===== src/rtl/sha256_msg_scheduler_if.sv =====
// Handshake/bus bundle between the block store reader and the SHA-256 round datapath.
// w_ready exists only when SCHED_BACKPRESSURE_EN is defined.
interface sha256_msg_scheduler_if;
  logic         start;
  logic [511:0] block_in;
  logic [31:0]  w_out;
  logic [5:0]   w_idx;
  logic         w_valid;
  logic         w_last;
  logic         busy;
  logic         done;
`ifdef SCHED_BACKPRESSURE_EN
  logic         w_ready;
`endif

  modport master (
`ifdef SCHED_BACKPRESSURE_EN
    output w_ready,
`endif
    output start, block_in,
    input  w_out, w_idx, w_valid, w_last, busy, done
  );

  modport slave (
`ifdef SCHED_BACKPRESSURE_EN
    input  w_ready,
`endif
    input  start, block_in,
    output w_out, w_idx, w_valid, w_last, busy, done
  );
endinterface


===== src/rtl/sha256_msg_scheduler.sv =====
// SHA-256 message scheduler: 16-word sliding window emitting W0..W63 one per transfer.
// Optional SCHED_BACKPRESSURE_EN adds a w_ready handshake from the round datapath.
module sha256_msg_scheduler #(
  parameter int WORD_W = 32,
  parameter int ROUNDS = 64
) (
  input logic                  CLK,
  input logic                  RST,
  sha256_msg_scheduler_if.slave bus
);

  localparam logic [0:0] ST_IDLE  = 1'b0;
  localparam logic [0:0] ST_RUN   = 1'b1;
  localparam logic [5:0] LAST_IDX = 6'(ROUNDS - 1);

  logic [0:0]        state_reg;
  logic [5:0]        idx_reg;
  logic              done_reg;
  logic [WORD_W-1:0] w_reg  [16];
  logic [WORD_W-1:0] w_next [16];
  logic [WORD_W-1:0] w_new;
  logic              w_ready;
  logic              accept;
  logic              xfer;

  function automatic logic [31:0] sigma0(input logic [31:0] x);
    return {x[6:0], x[31:7]} ^ {x[17:0], x[31:18]} ^ {3'b000, x[31:3]};
  endfunction

  function automatic logic [31:0] sigma1(input logic [31:0] x);
    return {x[16:0], x[31:17]} ^ {x[18:0], x[31:19]} ^ {10'b0, x[31:10]};
  endfunction

`ifdef SCHED_BACKPRESSURE_EN
  assign w_ready = bus.w_ready;
`else
  assign w_ready = 1'b1;
`endif

  assign accept = (state_reg == ST_IDLE) && bus.start;
  assign xfer   = (state_reg == ST_RUN) && w_ready;

  // Next schedule word enters at the tail as the head word is consumed.
  assign w_new = sigma1(w_reg[14]) + w_reg[9] + sigma0(w_reg[1]) + w_reg[0];

  generate
    for (genvar gi = 0; gi < 16; gi++) begin : g_window
      if (gi < 15) begin : g_shift
        assign w_next[gi] = accept ? bus.block_in[16*WORD_W-1-WORD_W*gi -: WORD_W]
                          : xfer   ? w_reg[gi+1]
                          :          w_reg[gi];
      end else begin : g_tail
        assign w_next[gi] = accept ? bus.block_in[WORD_W-1:0]
                          : xfer   ? w_new
                          :          w_reg[gi];
      end

      always_ff @(posedge CLK or negedge RST) begin
        if (!RST) begin
          w_reg[gi] <= '0;
        end else begin
          w_reg[gi] <= w_next[gi];
        end
      end
    end
  endgenerate

  always_ff @(posedge CLK or negedge RST) begin
    if (!RST) begin
      state_reg <= ST_IDLE;
      idx_reg   <= '0;
      done_reg  <= 1'b0;
    end else begin
      done_reg <= 1'b0;
      if (accept) begin
        state_reg <= ST_RUN;
        idx_reg   <= '0;
      end else if (xfer) begin
        idx_reg <= idx_reg + 6'd1;
        if (idx_reg == LAST_IDX) begin
          state_reg <= ST_IDLE;
          done_reg  <= 1'b1;
        end
      end
    end
  end

  assign bus.w_out   = w_reg[0];
  assign bus.w_idx   = idx_reg;
  assign bus.w_valid = (state_reg == ST_RUN);
  assign bus.busy    = (state_reg == ST_RUN);
  assign bus.w_last  = (state_reg == ST_RUN) && (idx_reg == LAST_IDX);
  assign bus.done    = done_reg;

endmodule


===== src/flat_wrapper.sv =====
// flat-port wrapper written by rule: the top's interface ports become plain ports
module sha256_msg_scheduler_flat 
#(
  parameter int WORD_W = 32,
  parameter int ROUNDS = 64
)
  (CLK, RST, bus_start, bus_block_in, bus_w_out, bus_w_idx, bus_w_valid, bus_w_last, bus_busy, bus_done);
  sha256_msg_scheduler_if bus_i ();
  input logic CLK;
  input logic RST;
  input wire logic [$bits(bus_i.start)-1:0] bus_start;
  input wire logic [$bits(bus_i.block_in)-1:0] bus_block_in;
  output wire logic [$bits(bus_i.w_out)-1:0] bus_w_out;
  output wire logic [$bits(bus_i.w_idx)-1:0] bus_w_idx;
  output wire logic [$bits(bus_i.w_valid)-1:0] bus_w_valid;
  output wire logic [$bits(bus_i.w_last)-1:0] bus_w_last;
  output wire logic [$bits(bus_i.busy)-1:0] bus_busy;
  output wire logic [$bits(bus_i.done)-1:0] bus_done;
  assign bus_i.start = bus_start;
  assign bus_i.block_in = bus_block_in;
  assign bus_w_out = bus_i.w_out;
  assign bus_w_idx = bus_i.w_idx;
  assign bus_w_valid = bus_i.w_valid;
  assign bus_w_last = bus_i.w_last;
  assign bus_busy = bus_i.busy;
  assign bus_done = bus_i.done;
  sha256_msg_scheduler #(.WORD_W(WORD_W), .ROUNDS(ROUNDS)) u_core (.CLK(CLK), .RST(RST), .bus(bus_i));
endmodule

===== config.mk =====
export PLATFORM = sky130hd
export DESIGN_NAME = sha256_msg_scheduler_flat
export DESIGN_NICKNAME = d
export VERILOG_FILES = /design/src/rtl/sha256_msg_scheduler_if.sv /design/src/rtl/sha256_msg_scheduler.sv /design/src/flat_wrapper.sv
export SDC_FILE = /design/constraint.sdc
export NUM_CORES = 1
export LEC_CHECK = 0
export ABC_AREA = 1
export BUFFER_PORTS_ARGS = -buffer_cell sky130_fd_sc_hd__buf_2
export CAP_MARGIN = 20
export CORE_ASPECT_RATIO = 0.5
export CORE_MARGIN = 8
export CORE_UTILIZATION = 51
export CTS_CLUSTER_DIAMETER = 100
export DETAILED_ROUTE_END_ITERATION = 7
export GPL_TIMING_DRIVEN = 0
export PLACE_DENSITY_LB_ADDON = 0.12
export SYNTH_ARGS = -nofsm -noshare
export SYNTH_HDL_FRONTEND = slang
export SYNTH_SLANG_ARGS = --single-unit

===== constraint.sdc =====
create_clock -name CLK -period 3.2 [get_ports CLK]
set_input_delay 0.96 -clock CLK [delete_from_list [all_inputs] [get_ports CLK]]
set_output_delay 0.96 -clock CLK [all_outputs]
set_load 0.05 [all_outputs]

==> flow_results.org <==
** Layout
- From synthesis to final layout, the design area changed by 26.9%.
- In the final layout, flip-flops and latches occupy 0.0130 mm2.
- The register with the most flip-flops in the layout has 480 of them.
- Fill cells in the final layout number between 4000 and 5000.
- The finished cells cover 0.0354 mm2.
- Count of nets after finishing :: 4574
- Of the cells placed in the final design, the portion with a size suffix greater than 1 is 0.281.
- Area taken by multi-input logic gates :: between 0.01 and 0.015 mm2

** GRT
- Across every metal layer, demand over resource in global routing totals 0.397.
- Grt ovf :: 0
- Global-route wire length before repair :: ~180000 um
- Vias in the first global route :: 27107
- Entering global routing, the biggest net connects 97 pins.
- The initial antenna violation count was 22.

** Setup path
- Counting both buffers and inverters, the worst setup path holds a total of 4.
- In this run the worst path has a maximum fanout of 4.
- Cell repeated most along the worst path :: nand2_1
- Worst-path cell chain :: inv_1 -> xor2_1 -> fa_1 -> inv_1 -> fa_1 -> inv_2 -> ha_4 -> inv_2 -> fa_2 -> nor2_4 -> nor2_4 -> o21ai_4 -> nand2_2 -> nand2_4 -> nand2_2 -> nand2_1 -> nand2_1 -> nand3_2 -> nand2_1
- Critical Setup Path Class :: reg2reg
- The cell family contributing the most delay on the critical path is adder cells.
- Data arrival at the endpoint of the critical path :: ~4.2 ns
- Kind of start point of the critical path :: flop
- Required @ worst endpoint :: 3.68 ns
- CP peak stage delay :: between 0.4 and 0.5 ns
- Critical Path Sink Type :: flop
- Slowest cell on crit path :: fa_1

** Place
- The placed instances occupy a cell area of 0.0317 mm2.
- Detailed placement ended at an HPWL of approximately 100000 um.
- At the end of routability-driven placement, the weighted congestion stood at between 1 and 1.5.
- Input and output buffers added on the ports amount to 556.

** Route
- Met3 wire len :: 18000 um
- In the detailed route, the total length drawn on met2 is ~55000 um.
- After detailed routing, the total wire length is 130000 um.
- Number of DRC violations after detailed-routing iteration 0 :: 3537
- Total vias in the final route :: roughly 28000
- The detailed router put a total of 51900 um of wire on met1.
- Detail-routed net length per standard cell :: about 27 um
- For this run, design rule violations remaining after detail routing come to 2.
- The detailed router used layers up to and including met5.
- Via-per-instance ratio :: 5.84
- The detail route stage leaves a number of antenna-violating nets equal to 0.
- Total iterations of the first detailed-routing run :: 8

** Synth
- Of the total synthesized cell area, the portion taken by full adders, half adders and majority gates is 0.0589.
- Fraction of the mapped netlist area in compound gates :: 0.131
- Dominant combinational cell family by area after synthesis :: simple AND/OR/NAND/NOR gates
- Area leader, netlist :: dfrtp_1
- Proportion of synthesized flip-flops having asynchronous set or reset :: 1.00
- After synthesis the cells add up to 0.0279 mm2.
- In this run, synthesis produced a sequential element count of 520.
- A synthesized cell averages 8.39 um2.
- Synthesis produced 3321 cells.
- Number of warnings printed during yosys synthesis :: 0
- After synthesis, the share of cell area in mux cells is 0.
- Post-synth net total :: 3930
- Seq/Total Area, Yosys :: 0.467
- Of the total synthesized cell area, the portion taken by XOR and XNOR cells is 0.0387.
- Most common cell in the netlist :: nand2_1
- Most instantiated cells after synthesis :: 1117 x nand2_1, 531 x inv_1, 520 x dfrtp_1
- Counting flops with a built-in enable in the synthesized netlist gives 0.
- Simple-gate area share of the yosys netlist :: 0.193
- The netlist uses 37 different library cells.
- Most frequently used flop master after synthesis :: dfrtp_1
- Most area-consuming cells after synthesis :: dfrtp_1 47%, nand2_1 15%, inv_1 7.2%, o211ai_1 6.3%, o221ai_1 5.3%
- Of the post-synthesis cell area, the dominant cell type holds 0.467.

** Outcome
- The final reports fail on design-rule violations, negative setup slack.
- The flow ran to the end, but the final reports show violations.

** Hold path
- The tightest min-delay check is of the in2async type.

** Clock network
- After clock tree synthesis, the clock-pin slew on the worst setup and hold paths is 0.07 ns.
- In this run the number of H-tree levels came out at 2.
- Clock insertion delay at the later pin of the skew report :: roughly 0.62 ns
- Max Root-Sink Buffers :: 3
- Sinks on the clock net :: 520
- CTS Root Cell :: clkbuf_16
- Clock tree from TritonCTS :: yes
- In this run, post-CTS hold repair placed 0 buffers.
- CTS Buf Count :: 47

** Timing
- Setup Total Neg Slack :: -11.99 ns
- Between clock sinks in the finished design, the worst skew comes to 0.0317 ns.
- Setup ws final :: -0.539 ns
- Maximum clock rate :: 0.267 GHz
- The final count of hold timing violations is 0.
- Headroom to the max-slew limit came out at 0.234.
- Dividing the final minimum period by the clock period gives 1.17.
- Transition time at the pin with the least slew margin :: about 1.1 ns
- Hold WS :: 0.306 ns
- Finish-stage setup viols :: 29
- After layout, the minimum clock period comes to 3.74 ns.
- The max-slew violation count came to 0.
- Setup repair after global routing could not meet its margin everywhere.

** Floorplan
- 557 I/O pins were placed.
- Die outline height :: 181 um
- Number of rows created at floorplan :: 60
- The floorplan step defined a core boundary enclosing 0.0538 mm2.
- The die covers 0.0628 mm2.
- Initial core utilization :: 0.518
- From left edge to right edge, the die measures 347 um.

** Job
- Max-Cap Viols :: 0
## layer usage
layer  vias up  track usage
met5         -            0
met4        10        0.129
met3       278        0.154
met2      1753        0.577
met1     13709        0.545
li1      11886            -
## placed cells by master, fill, tap and decap left out, drive strengths merged
| master | n |
|---|---|
| a22o | 2 |
| nor2 | 64 |
| o221ai | 168 |
| xnor2 | 61 |
| buf | 759 |
| o21ai | 30 |
| nor3b | 2 |
| o21bai | 10 |
| dfrtp | 520 |
| a31oi | 1 |
| ha | 32 |
| nand4 | 7 |
| xor2 | 62 |
| a21o | 1 |
| fa | 62 |
| a21oi | 27 |
| inv | 539 |
| clkbuf | 127 |
| clkinv | 9 |
| o211ai | 235 |
| bufinv | 8 |
| nand3b | 3 |
| or2 | 1 |
| nand2 | 1130 |
| nand3 | 132 |
| diode | 15 |
| nor3 | 6 |
| clkinvlp | 6 |
## metrics by stage
| stage | worst slack, ns | instances | utilization |
|---|---|---|---|
| after global routing | -0.691 | 4728 | 0.657 |
| after global placement | -9.69 | 4590 | 0.587 |
| after floorplan | -0.0585 | 3321 | - |
| final | -0.539 | 4732 | 0.657 |
| after CTS | -0.518 | 4707 | 0.648 |
| after detailed placement | -1.05 | 4595 | 0.590 |
## worst reg2reg max path, cell delays in order (launching register included)
cell and delay [ns]:
dfrtp_1 0.41, inv_1 0.33, xor2_1 0.30, fa_1 0.46, inv_1 0.07, fa_1 0.43, inv_2 0.08, ha_4 0.12
inv_2 0.04, fa_2 0.45, nor2_4 0.16, nor2_4 0.07, o21ai_4 0.15, nand2_2 0.09, nand2_4 0.12, nand2_2 0.06
nand2_1 0.06, nand2_1 0.06, nand3_2 0.11, nand2_1 0.07
## kinds of logic (layout without fill, tap and decap cells)
logic type / Yosys count / count (layout)
adder cells (fa/ha/maj): 94 / 94
other: 0 / 15
buffers and inverters: 765 / 1448
flip-flops: 520 / 520
XOR/XNOR: 123 / 123
AO/OA/AOI/OAI: 474 / 474
AND/OR/NAND/NOR: 1345 / 1345
## what timing repair did
action / 4_1_cts / 5_1_grt
endpoints found under the setup margin: 31 / 30
setup buffers: 47 / 13
resized for setup: 266 / 85
pin swaps: 82 / 28
## path summary, 6_finish.rpt
path	from	end	slack (ns)	depth (start not counted)
max	u_core.w_reg[43]	u_core.w_reg[23]	-0.54	19
min	RST	u_core.w_reg[331]	0.31	1
max reg2reg	u_core.w_reg[43]	u_core.w_reg[23]	-0.54	19
min reg2reg	u_core.w_reg[423]	u_core.w_reg[455]	0.49	2
max in group asynchronous	RST	u_core.w_reg[473]	1.06	4
min in group CLK	u_core.w_reg[423]	u_core.w_reg[455]	0.49	2
## layout make-up
class | instances | share of cell area
antenna | 15 | 0.00106
buffer | 204 | 0.0290
clock buffer | 65 | 0.0375
clock inverter | 23 | 0.0101
inverter | 539 | 0.0575
multi-input combinational | 2036 | 0.374
sequential | 520 | 0.369
tap | 713 | 0.0252
timing repair buffer | 617 | 0.0966
Power is not shown: default switching activity piles up to over one toggle a cycle in this logic, so the estimate is an artifact.
